[src/rtl/calc_pkg.sv]
// Shared types and constants for the calculator command sequencer.
// Commands travel through the FIFO as one packed word.
package calc_pkg;

  localparam int OPERAND_W = 8;
  localparam int RESULT_W  = 16;
  localparam int TAG_W     = 4;

  localparam logic [RESULT_W-1:0] DIV0_RESULT = 16'hFFFF;

  typedef enum logic [1:0] {
    OP_ADD = 2'b00,
    OP_SUB = 2'b01,
    OP_MUL = 2'b10,
    OP_DIV = 2'b11
  } op_e;

  typedef enum logic [1:0] {
    ST_IDLE,
    ST_ISSUE,
    ST_WAIT,
    ST_RESP
  } state_e;

  typedef struct packed {
    logic [OPERAND_W-1:0] a;
    logic [OPERAND_W-1:0] b;
    op_e                  op;
    logic [TAG_W-1:0]     tag;
  } cmd_t;

  // A zero divisor is answered locally and never reaches the calculator.
  function automatic logic is_div0(input cmd_t c);
    return (c.op == OP_DIV) && (c.b == '0);
  endfunction

endpackage

[src/rtl/calc_cmd_fifo.sv]
// In-order synchronous FIFO of calculator commands.
// DEPTH must be a power of two so the pointers wrap naturally.
module calc_cmd_fifo
  import calc_pkg::*;
#(
  parameter int DEPTH = 4
) (
  input  logic                     clk,
  input  logic                     reset,
  input  logic                     push,
  input  cmd_t                     push_data,
  input  logic                     pop,
  output logic                     full,
  output logic                     empty,
  output logic [$clog2(DEPTH):0]   count,
  output cmd_t                     head
);

  localparam int PTR_W = $clog2(DEPTH);

  cmd_t             mem [DEPTH];
  logic [PTR_W-1:0] wr_ptr;
  logic [PTR_W-1:0] rd_ptr;
  logic             do_push;
  logic             do_pop;

  assign do_push = push && !full;
  assign do_pop  = pop && !empty;

  assign full  = (count == (PTR_W+1)'(DEPTH));
  assign empty = (count == '0);
  assign head  = mem[rd_ptr];

  always_ff @(posedge clk) begin
    if (do_push) begin
      mem[wr_ptr] <= push_data;
    end
  end

  // Simultaneous push and pop leaves the count unchanged.
  always_ff @(posedge clk) begin
    if (reset) begin
      wr_ptr <= '0;
      rd_ptr <= '0;
      count  <= '0;
    end else begin
      if (do_push) begin
        wr_ptr <= wr_ptr + 1'b1;
      end
      if (do_pop) begin
        rd_ptr <= rd_ptr + 1'b1;
      end
      case ({do_push, do_pop})
        2'b10:   count <= count + 1'b1;
        2'b01:   count <= count - 1'b1;
        default: count <= count;
      endcase
    end
  end

endmodule

[src/rtl/calc_sequencer.sv]
// Command front-end for the registered 8-bit calculator: queues commands,
// issues them one at a time and returns tagged results.
module calc_sequencer
  import calc_pkg::*;
#(
  parameter int FIFO_DEPTH = 4
) (
  input  logic        clk,
  input  logic        reset,
  input  logic        cmd_valid,
  output logic        cmd_ready,
  input  logic [7:0]  cmd_a,
  input  logic [7:0]  cmd_b,
  input  logic [1:0]  cmd_op,
  input  logic [3:0]  cmd_tag,
  output logic [7:0]  alu_a,
  output logic [7:0]  alu_b,
  output logic [1:0]  alu_op,
  input  logic [15:0] alu_q,
  output logic        rsp_valid,
  input  logic        rsp_ready,
  output logic [15:0] rsp_data,
  output logic [3:0]  rsp_tag,
  output logic        rsp_err,
  output logic        busy
);

  state_e                       state;
  cmd_t                         push_cmd;
  cmd_t                         head;
  logic                         full;
  logic                         empty;
  logic [$clog2(FIFO_DEPTH):0]  count;
  logic                         push;
  logic                         pop;
  logic [3:0]                   cur_tag;

  assign push_cmd  = '{a: cmd_a, b: cmd_b, op: op_e'(cmd_op), tag: cmd_tag};
  assign cmd_ready = !full && !reset;
  assign push      = cmd_valid && cmd_ready;
  assign busy      = !reset && ((state != ST_IDLE) || (count != '0));

  // A RESP handshake pops the next command in the same cycle to keep 3-cycle throughput.
  assign pop = !empty && ((state == ST_IDLE) || ((state == ST_RESP) && rsp_ready));

  calc_cmd_fifo #(
    .DEPTH(FIFO_DEPTH)
  ) u_fifo (
    .clk       (clk),
    .reset     (reset),
    .push      (push),
    .push_data (push_cmd),
    .pop       (pop),
    .full      (full),
    .empty     (empty),
    .count     (count),
    .head      (head)
  );

  always_ff @(posedge clk) begin
    if (reset) begin
      state     <= ST_IDLE;
      alu_a     <= '0;
      alu_b     <= '0;
      alu_op    <= '0;
      cur_tag   <= '0;
      rsp_valid <= 1'b0;
      rsp_data  <= '0;
      rsp_tag   <= '0;
      rsp_err   <= 1'b0;
    end else begin
      case (state)
        ST_IDLE, ST_RESP: begin
          if ((state == ST_IDLE) || rsp_ready) begin
            if (pop) begin
              if (is_div0(head)) begin
                rsp_valid <= 1'b1;
                rsp_data  <= DIV0_RESULT;
                rsp_tag   <= head.tag;
                rsp_err   <= 1'b1;
                state     <= ST_RESP;
              end else begin
                alu_a     <= head.a;
                alu_b     <= head.b;
                alu_op    <= head.op;
                cur_tag   <= head.tag;
                rsp_valid <= 1'b0;
                state     <= ST_ISSUE;
              end
            end else begin
              rsp_valid <= 1'b0;
              state     <= ST_IDLE;
            end
          end
        end
        ST_ISSUE: begin
          state <= ST_WAIT;
        end
        ST_WAIT: begin
          rsp_valid <= 1'b1;
          rsp_data  <= alu_q;
          rsp_tag   <= cur_tag;
          rsp_err   <= 1'b0;
          state     <= ST_RESP;
        end
        default: begin
          state <= ST_IDLE;
        end
      endcase
    end
  end

endmodule

[config.mk]
export PLATFORM = sky130hd
export DESIGN_NAME = calc_sequencer
export DESIGN_NICKNAME = d
export VERILOG_FILES = /design/src/rtl/calc_pkg.sv /design/src/rtl/calc_cmd_fifo.sv /design/src/rtl/calc_sequencer.sv
export SDC_FILE = /design/constraint.sdc
export NUM_CORES = 1
export LEC_CHECK = 0
export CORE_MARGIN = 4
export CORE_UTILIZATION = 53
export CTS_CLUSTER_DIAMETER = 30
export DETAILED_ROUTE_END_ITERATION = 10
export GPL_TIMING_DRIVEN = 1
export PLACE_DENSITY = 0.83
export SETUP_SLACK_MARGIN = 0.1
export SKIP_CTS_REPAIR_TIMING = 1
export SLEW_MARGIN = 20
export SYNTH_ARGS = -nofsm -noshare
export SYNTH_HDL_FRONTEND = slang
export SYNTH_SLANG_ARGS = --single-unit
export TNS_END_PERCENT = 1
[constraint.sdc]
create_clock -name clk -period 3 [get_ports clk]
set_clock_uncertainty 0.05 [all_clocks]
set_input_delay 0.6 -clock clk [delete_from_list [all_inputs] [get_ports clk]]
set_output_delay 0.6 -clock clk [all_outputs]
set_load 0.02 [all_outputs]
==> results of run 1 <==
power by group through the flow:
stage	combinational (mW)	sequential (mW)	clock, mW
6_report	1.92	2.53	1.92
4_1_cts	1.93	2.53	1.96
3_5_place_dp	1.90	2.57	0
2_1_floorplan	1.03	2.69	0
3_3_place_gp	1.84	2.55	0
5_1_grt	2.09	2.56	2.05
synth_stat cells (4+ instances only):
| library cell | number | area share [%] |
|---|---|---|
| edfxtp_1 | 88 | 48 |
| nor2b_1 | 4 | 0.46 |
| nor2_1 | 26 | 1.8 |
| dfxtp_1 | 55 | 20 |
| o21ai_0 | 5 | 0.46 |
| a211oi_1 | 6 | 0.83 |
| and3_1 | 4 | 0.46 |
| mux2i_1 | 16 | 2.9 |
| a21oi_1 | 15 | 1.4 |
| ha_1 | 8 | 1.8 |
| mux4_2 | 15 | 6.2 |
| clkbuf_1 | 10 | 0.69 |
| nand2_1 | 9 | 0.62 |
| o221a_2 | 8 | 1.7 |
| o221a_1 | 10 | 2.1 |
| mux4_1 | 7 | 3.4 |
| inv_1 | 9 | 0.62 |
placed cells by master, fill, tap and decap left out, types with 2 or more instances in the layout:
master and n:
o21ai_0 5, dfxtp_1 54, mux4_2 15, nor2_1 26, nand2b_1 2, a221oi_1 3, and3_1 4, clkbuf_16 16
or3_1 2, or4_4 2, clkinv_2 2, xor2_1 3, nand2_1 9, nor2b_1 4, edfxtp_1 88, inv_1 9
a21oi_1 15, ha_1 8, o221a_2 8, buf_4 22, nor3_1 3, clkinvlp_4 4, clkdlybuf4s50_1 83, mux2i_1 16
inv_6 5, nor4_1 2, o221a_1 10, xnor2_1 2, clkinv_4 2, mux4_1 7, a211oi_1 6
cell families after synthesis:
family,Yosys count,synth area share (%)
XOR/XNOR,5,0.803
adder cells (fa/ha/maj),9,2.20
AND/OR/NAND/NOR,58,5.57
multiplexers,38,12.5
buffers and inverters,27,2.50
AO/OA/AOI/OAI,53,7.82
flip-flops,143,68.6
path summary, 6_finish.rpt:
| kind | startpoint | endpoint | slack [ns] |
|---|---|---|---|
| min | cur_tag[1] | cur_tag[1] | 0.46 |
| max reg2reg | flop | rsp_tag[3] | 0.15 |
| max | flop | rsp_tag[3] | 0.15 |
| min reg2reg | cur_tag[1] | cur_tag[1] | 0.46 |
layout make-up:
| cell class | count | share of cell area (%) |
|---|---|---|
| clock inverter | 15 | 1.91 |
| timing repair buffer | 105 | 14.1 |
| sequential | 143 | 53.0 |
| multi-input combinational | 163 | 22.3 |
| tap | 133 | 2.35 |
| inverter | 9 | 0.478 |
| clock buffer | 17 | 5.86 |
metrics by stage:
stage | power, mW | utilization [%] | setup slack [ns] | instance area, sq um
6_report | 6.37 | 71.3 | 0.152 | 7070
3_3_place_gp | 4.38 | 65.8 | 0.0704 | 6520
3_5_place_dp | 4.46 | 65.8 | 0.0268 | 6520
2_1_floorplan | 3.72 | - | 0.277 | 5460
4_1_cts | 6.42 | 71.3 | 0.0541 | 7070
5_1_grt | 6.70 | 71.3 | 0.0620 | 7070
registers in the layout, summed over array words and instances (netlist names), named ones only:
name,count
rsp_valid,1
rsp_err,1
state,2
alu_b,8
u_fifo.rd_ptr,2
rsp_data,16
u_fifo.wr_ptr,2
alu_op,2
u_fifo.count,3
rsp_tag,4
alu_a,8
cur_tag,4
u_fifo.mem,88
metal layers:
| layer | GRT usage (%) | vias to the layer above | wire length (um) | part of all wire (%) |
|---|---|---|---|---|
| met5 | 0 | - | 0 | 0 |
| li1 | - | 1522 | - | - |
| met2 | 33.7 | 112 | 5680 | 50 |
| met3 | 6.28 | 20 | 712 | 6.3 |
| met1 | 24.8 | 1632 | 4640 | 41 |
| met4 | 6.86 | 0 | 216 | 1.9 |
critical path, cell delays in order, from the launching register on:
cell      delay, ns
dfxtp_2        0.41
buf_4          0.19
mux4_2         0.53
or4b_4         0.53
or4_4          0.57
a221oi_1       0.34
a211oi_1       0.10
==> metrics.md, run 1 <==
| Metric | Value |
|---|---|
| Outcome | complete, no violations |
| DR DRC count | 0 |
| Final hold viol count | 0 |
| Int Pwr | around 4.4 mW |
| Part of the power in registers | roughly two fifths |
| RSZ-0062 raised after global routing | yes |
| Min cycle time layout | around 2.8 ns |
| HP Class | reg2reg |
| Final Cycle Share | between 90% and 100% |
| F_max | 0.351 GHz |
| Hold depth | 2 |
| Cell area power density | ~900 mW/mm^2 |
| Yosys warns | 0 |
| DRT antenna net count | 0 |
| Number of synthesized flops with an enable pin | between 80 and 90 |
| Synth cell types | 40 |
| H-tree depth | 4 |
| TritonCTS Buffers | 17 |
| Final setup vio count | 0 |
| CP arrival | about 3.2 ns |
| Worst-Margin Slew | around 0.58 ns |
| First-pass GRT wire length | approximately 18000 um |
| Top FF cell, synth | edfxtp_1 |
| Rows | 36 |
| Post-Synthesis Cells | around 330 |
| Synth Register Bits | roughly 140 |
| Longest Clk Path Bufs | 2 |
| Per-cell routed wire length | 19.2 um |
| Seq/Total Area, Yosys | about two thirds |
| Critical path required time | between 3 and 4 ns |
| Core region area | 0.00991 sq mm |
| Worst r2r path cells | 6 |
| Switching share of total power | 30.9% |
| Slew Limit Headroom | ~61% |
| Die width | ~110 um |
| Cell area after synthesis | 0.00546 sq mm |
| Area of the multi-input gates | 0.00158 sq mm |
| Share of cells above drive strength 1 | a little under a fifth |
| Startpoint Class | flop |
| Static leakage | 2.43 nW |
| VDD IR max | roughly 0.00043 V |
| Reg area | about 0.0037 sq mm |
| IO buf count | 83 |
| Syn avg cell area | about 16 sq um |
| Grt total ovfl | 0 |
| Clk_lat worst skew | just over 0.5 ns |
| Largest net degree at the start of global routing | 36 |
| Syn Nets | approximately 380 |
| Net switching power | roughly 2 mW |
| Detailed-placement wirelength estimate | 7220 um |
| Clock Sinks | approximately 140 |
| Final net count | about 500 |
| DP Cell Count | ~550 |
| FILL cells | between 600 and 700 |
| Via count | roughly 3300 |
| Hold WS | roughly 0.46 ns |
| CTS root buffer | clkbuf_8 |
| # diodes | 0 |
| CP max FO | 8 |
| Finished Layout Cells | 585 |
| CTS tree | yes |
| Antenna violations before repair | 0 |
| Vias in the first global route | about 3500 |
| DRT iter0 DRCs | between 150 and 200 |
| Total track usage | 20.1% |
| Chip Height | around 110 um |
| Clock power share | about 30% |
| Reg clk slew, reported paths | roughly 0.060 ns |
| Combinational power share | between 30% and 40% |
| Crit Path Class | reg2reg |
| Die ar. | ~0.012 sq mm |
| Critical Path End Type | flop |
| Drt total wl | 11200 um |
| Ys async rst share | 0% |
| Ports | 84 |
| GP Congestion | around 0.86 |
| Drt via density | 5.62 |
| Total iterations of the first detailed-routing run | 4 |
| Starting Density | 55.1% |
| Area delta synth->final | 29.5% |
| Post-route setup TNS | 0 ns |
| Pins Over Slew Limit | 0 |
| Max cap viols | 0 |
Power figures use the tool's default switching activity.
==> run 2, diff against run 1 <==
--- a/config.mk
+++ b/config.mk
@@ -6,15 +6,14 @@
 export NUM_CORES = 1
 export LEC_CHECK = 0
 export CORE_MARGIN = 4
-export CORE_UTILIZATION = 53
+export CORE_UTILIZATION = 55
 export CTS_CLUSTER_DIAMETER = 30
 export DETAILED_ROUTE_END_ITERATION = 10
 export GPL_TIMING_DRIVEN = 1
-export PLACE_DENSITY = 0.83
+export PLACE_DENSITY = 0.85
 export SETUP_SLACK_MARGIN = 0.1
 export SKIP_CTS_REPAIR_TIMING = 1
-export SLEW_MARGIN = 20
 export SYNTH_ARGS = -nofsm -noshare
 export SYNTH_HDL_FRONTEND = slang
 export SYNTH_SLANG_ARGS = --single-unit
-export TNS_END_PERCENT = 1
+export TNS_END_PERCENT = 5
==> constraint.sdc (replaced) <==
create_clock -name clk -period 3.45 [get_ports clk]
set_clock_uncertainty 0.05 [all_clocks]
set_input_delay 0.69 -clock clk [delete_from_list [all_inputs] [get_ports clk]]
set_output_delay 0.69 -clock clk [all_outputs]
set_load 0.02 [all_outputs]
==> run 2 against run 1 <==
Net effect:
- setup slack better by 0.15 ns
- sequential share of layout area up 0.32 points
- register-to-register slack better by 0.15 ns
- final cell count down 1.7%
- clock-buffer cell count unchanged
- flip-flop and latch count unchanged
- largest power group unchanged
==> metrics.md, run 2 (same netlist as run 1, synthesis figures left out) <==
| Metric | Value |
|---|---|
| Outcome | complete, no violations |
| Share of cells above drive strength 1 | 16.3% |
| Hold WS | ~0.46 ns |
| Crit Path Class | reg2reg |
| Max reg flops | 88 |
| Drt total wl | 11600 um |
| Layout Utilization | 72.2% |
| Cell family with most CP delay | simple AND/OR/NAND/NOR gates |
| Most common cell after layout, fill and taps aside | edfxtp_1 |
| TritonCTS Buffers | 17 |
| Die width | roughly 110 um |
| Final hold viol count | 0 |
| CTS tree | yes |
| # diodes | 0 |
| Max cap viols | 0 |
| Die ar. | roughly 0.012 sq mm |
| Vias in the first global route | approximately 3500 |
| DP Area | between 0.006 and 0.007 sq mm |
| Grt total ovfl | 0 |
| CP Buf/Inv Count | 1 |
| DP Cell Count | approximately 540 |
| VDD IR max | ~0.00038 V |
| Slew Limit Headroom | a little under 60% |
| Pins Over Slew Limit | 0 |
| Critical path depth in cells | 6 |
| DR DRC count | 0 |
| Startpoint Class | flop |
| Longest Clk Path Bufs | 2 |
| Worst-Margin Slew | about 0.62 ns |
| Ports | 84 |
| Antenna violations before repair | 0 |
| Worst r2r path cells | 6 |
| Critical path required time | 3.81 ns |
| Overall Power | around 5.6 mW |
| Area delta synth->final | 28.7% |
| Clock Sinks | 143 |
| Per-cell routed wire length | a little over 20 um |
| Final setup vio count | 0 |
| IO buf count | 83 |
| Critical Path Sink | rsp_data[11] |
| Largest net degree at the start of global routing | 36 |
| Dpl ws | about 0.12 ns |
| Final Cell Area | 0.00702 sq mm |
| Drt via density | 5.70 |
| Via count | roughly 3300 |
| Finished Layout Cells | 575 |
| Min cycle time layout | between 3 and 4 ns |
| Final Cycle Share | approximately 91% |
| Slowest stage delay, CP | approximately 0.57 ns |
| GP Congestion | 0.813 |
| DRT antenna net count | 0 |
| Clk_lat worst skew | 0.52 ns |
| Critical path, cell by cell | buf_4, mux4_2, or4b_4, nor4_1, o21ai_2, o221a_2 |
| Core region area | ~0.0097 sq mm |
| Rows | 36 |
| HP Class | reg2reg |
| CTS root buffer | clkbuf_8 |
| First-pass GRT wire length | between 15000 and 20000 um |
| Flop2flop setup slack | 0.31 ns |
| RSZ-0062 raised after global routing | no |
| Capture point of the worst reg-to-reg path | rsp_data[11] |
| Cell area power density | ~790 mW/mm^2 |
| Total iterations of the first detailed-routing run | 4 |
| Post-route setup TNS | 0 ns |
| Chip Height | 108 um |
| CP max FO | 17 |
| Detailed-placement wirelength estimate | about 7200 um |
| Final net count | 480 |
| Slowest CP cell | dfxtp_1 |
| F_max | around 0.32 GHz |
| H-tree depth | 4 |
| CP arrival | 3.50 ns |
| Reg clk slew, reported paths | around 0.06 ns |
| DRT iter0 DRCs | 176 |
| Most flops, register | u_fifo.mem |
| Largest registers | u_fifo.mem: 88 flops, rsp_data: 16 flops |
| Total track usage | 21.3% |
| Setup ws final | ~0.3 ns |
| Static leakage | ~2.4 nW |
| Commonest cells after routing, fill and taps aside | 88 x edfxtp_1, 83 x clkdlybuf4s50_1, 55 x dfxtp_1 |
| Critical Path End Type | flop |
| Starting Density | around 56% |
==> run 2: cell types whose count changed in the layout (fill, tap and decap cells not counted), moves of 2 or more <==
cell | before | now
buf_4 | 22 | 12
clkinv_4 | 2 | 7
inv_6 | 5 | 2
clkinvlp_4 | 4 | 2
==> run 2: worst min-delay path by stage <==
stage / cells after the start / endpoint / from
floorplan: 2 / cur_tag[0] / cur_tag[0]
global placement: 2 / alu_a[3] / alu_a[3]
detailed placement: 2 / alu_b[5] / alu_b[5]
CTS: 2 / alu_b[5] / alu_b[5]
global route: 1 / rsp_err / rsp_err
finish: 2 / alu_b[4] / alu_b[4]
==> run 2: per-layer routing <==
metal,track usage [%],vias up,share of wire [%]
met2,34.6,127,51
li1,-,1505,-
met3,6.54,15,6.9
met5,0,-,0
met4,8.66,0,1.5
met1,26.9,1629,41
==> run 2: power breakdown <==
| group | internal, mW | switching [mW] |
|---|---|---|
| Sequential | 2.06 | 0.154 |
| Combinational | 0.748 | 0.850 |
| Clock | 1.04 | 0.720 |
| Total | 3.84 | 1.72 |
==> run 2: worst min-delay path, stage by stage (launching register included) <==
cell and delay [ns]:
dfxtp_1 0.33, mux2i_1 0.07, nor2_1 0.07
==> run 2: area by class of cell <==
type                    count  area, sq um
multi-input cells         163         1580
well taps                 133          166
inverters                   9         33.8
repair buffers             95          921
flip-flops and latches    143         3740
clock inverters            15          163
clock buffers              17          414
fillers                   608         2710
==> run 3, diff against run 2 <==
--- a/config.mk
+++ b/config.mk
@@ -7,7 +7,6 @@
 export LEC_CHECK = 0
 export CORE_MARGIN = 4
 export CORE_UTILIZATION = 55
-export CTS_CLUSTER_DIAMETER = 30
 export DETAILED_ROUTE_END_ITERATION = 10
 export GPL_TIMING_DRIVEN = 1
 export PLACE_DENSITY = 0.85
==> results of run 3 <==
The final DEF is identical to that of run 2; final timing and power are the same.
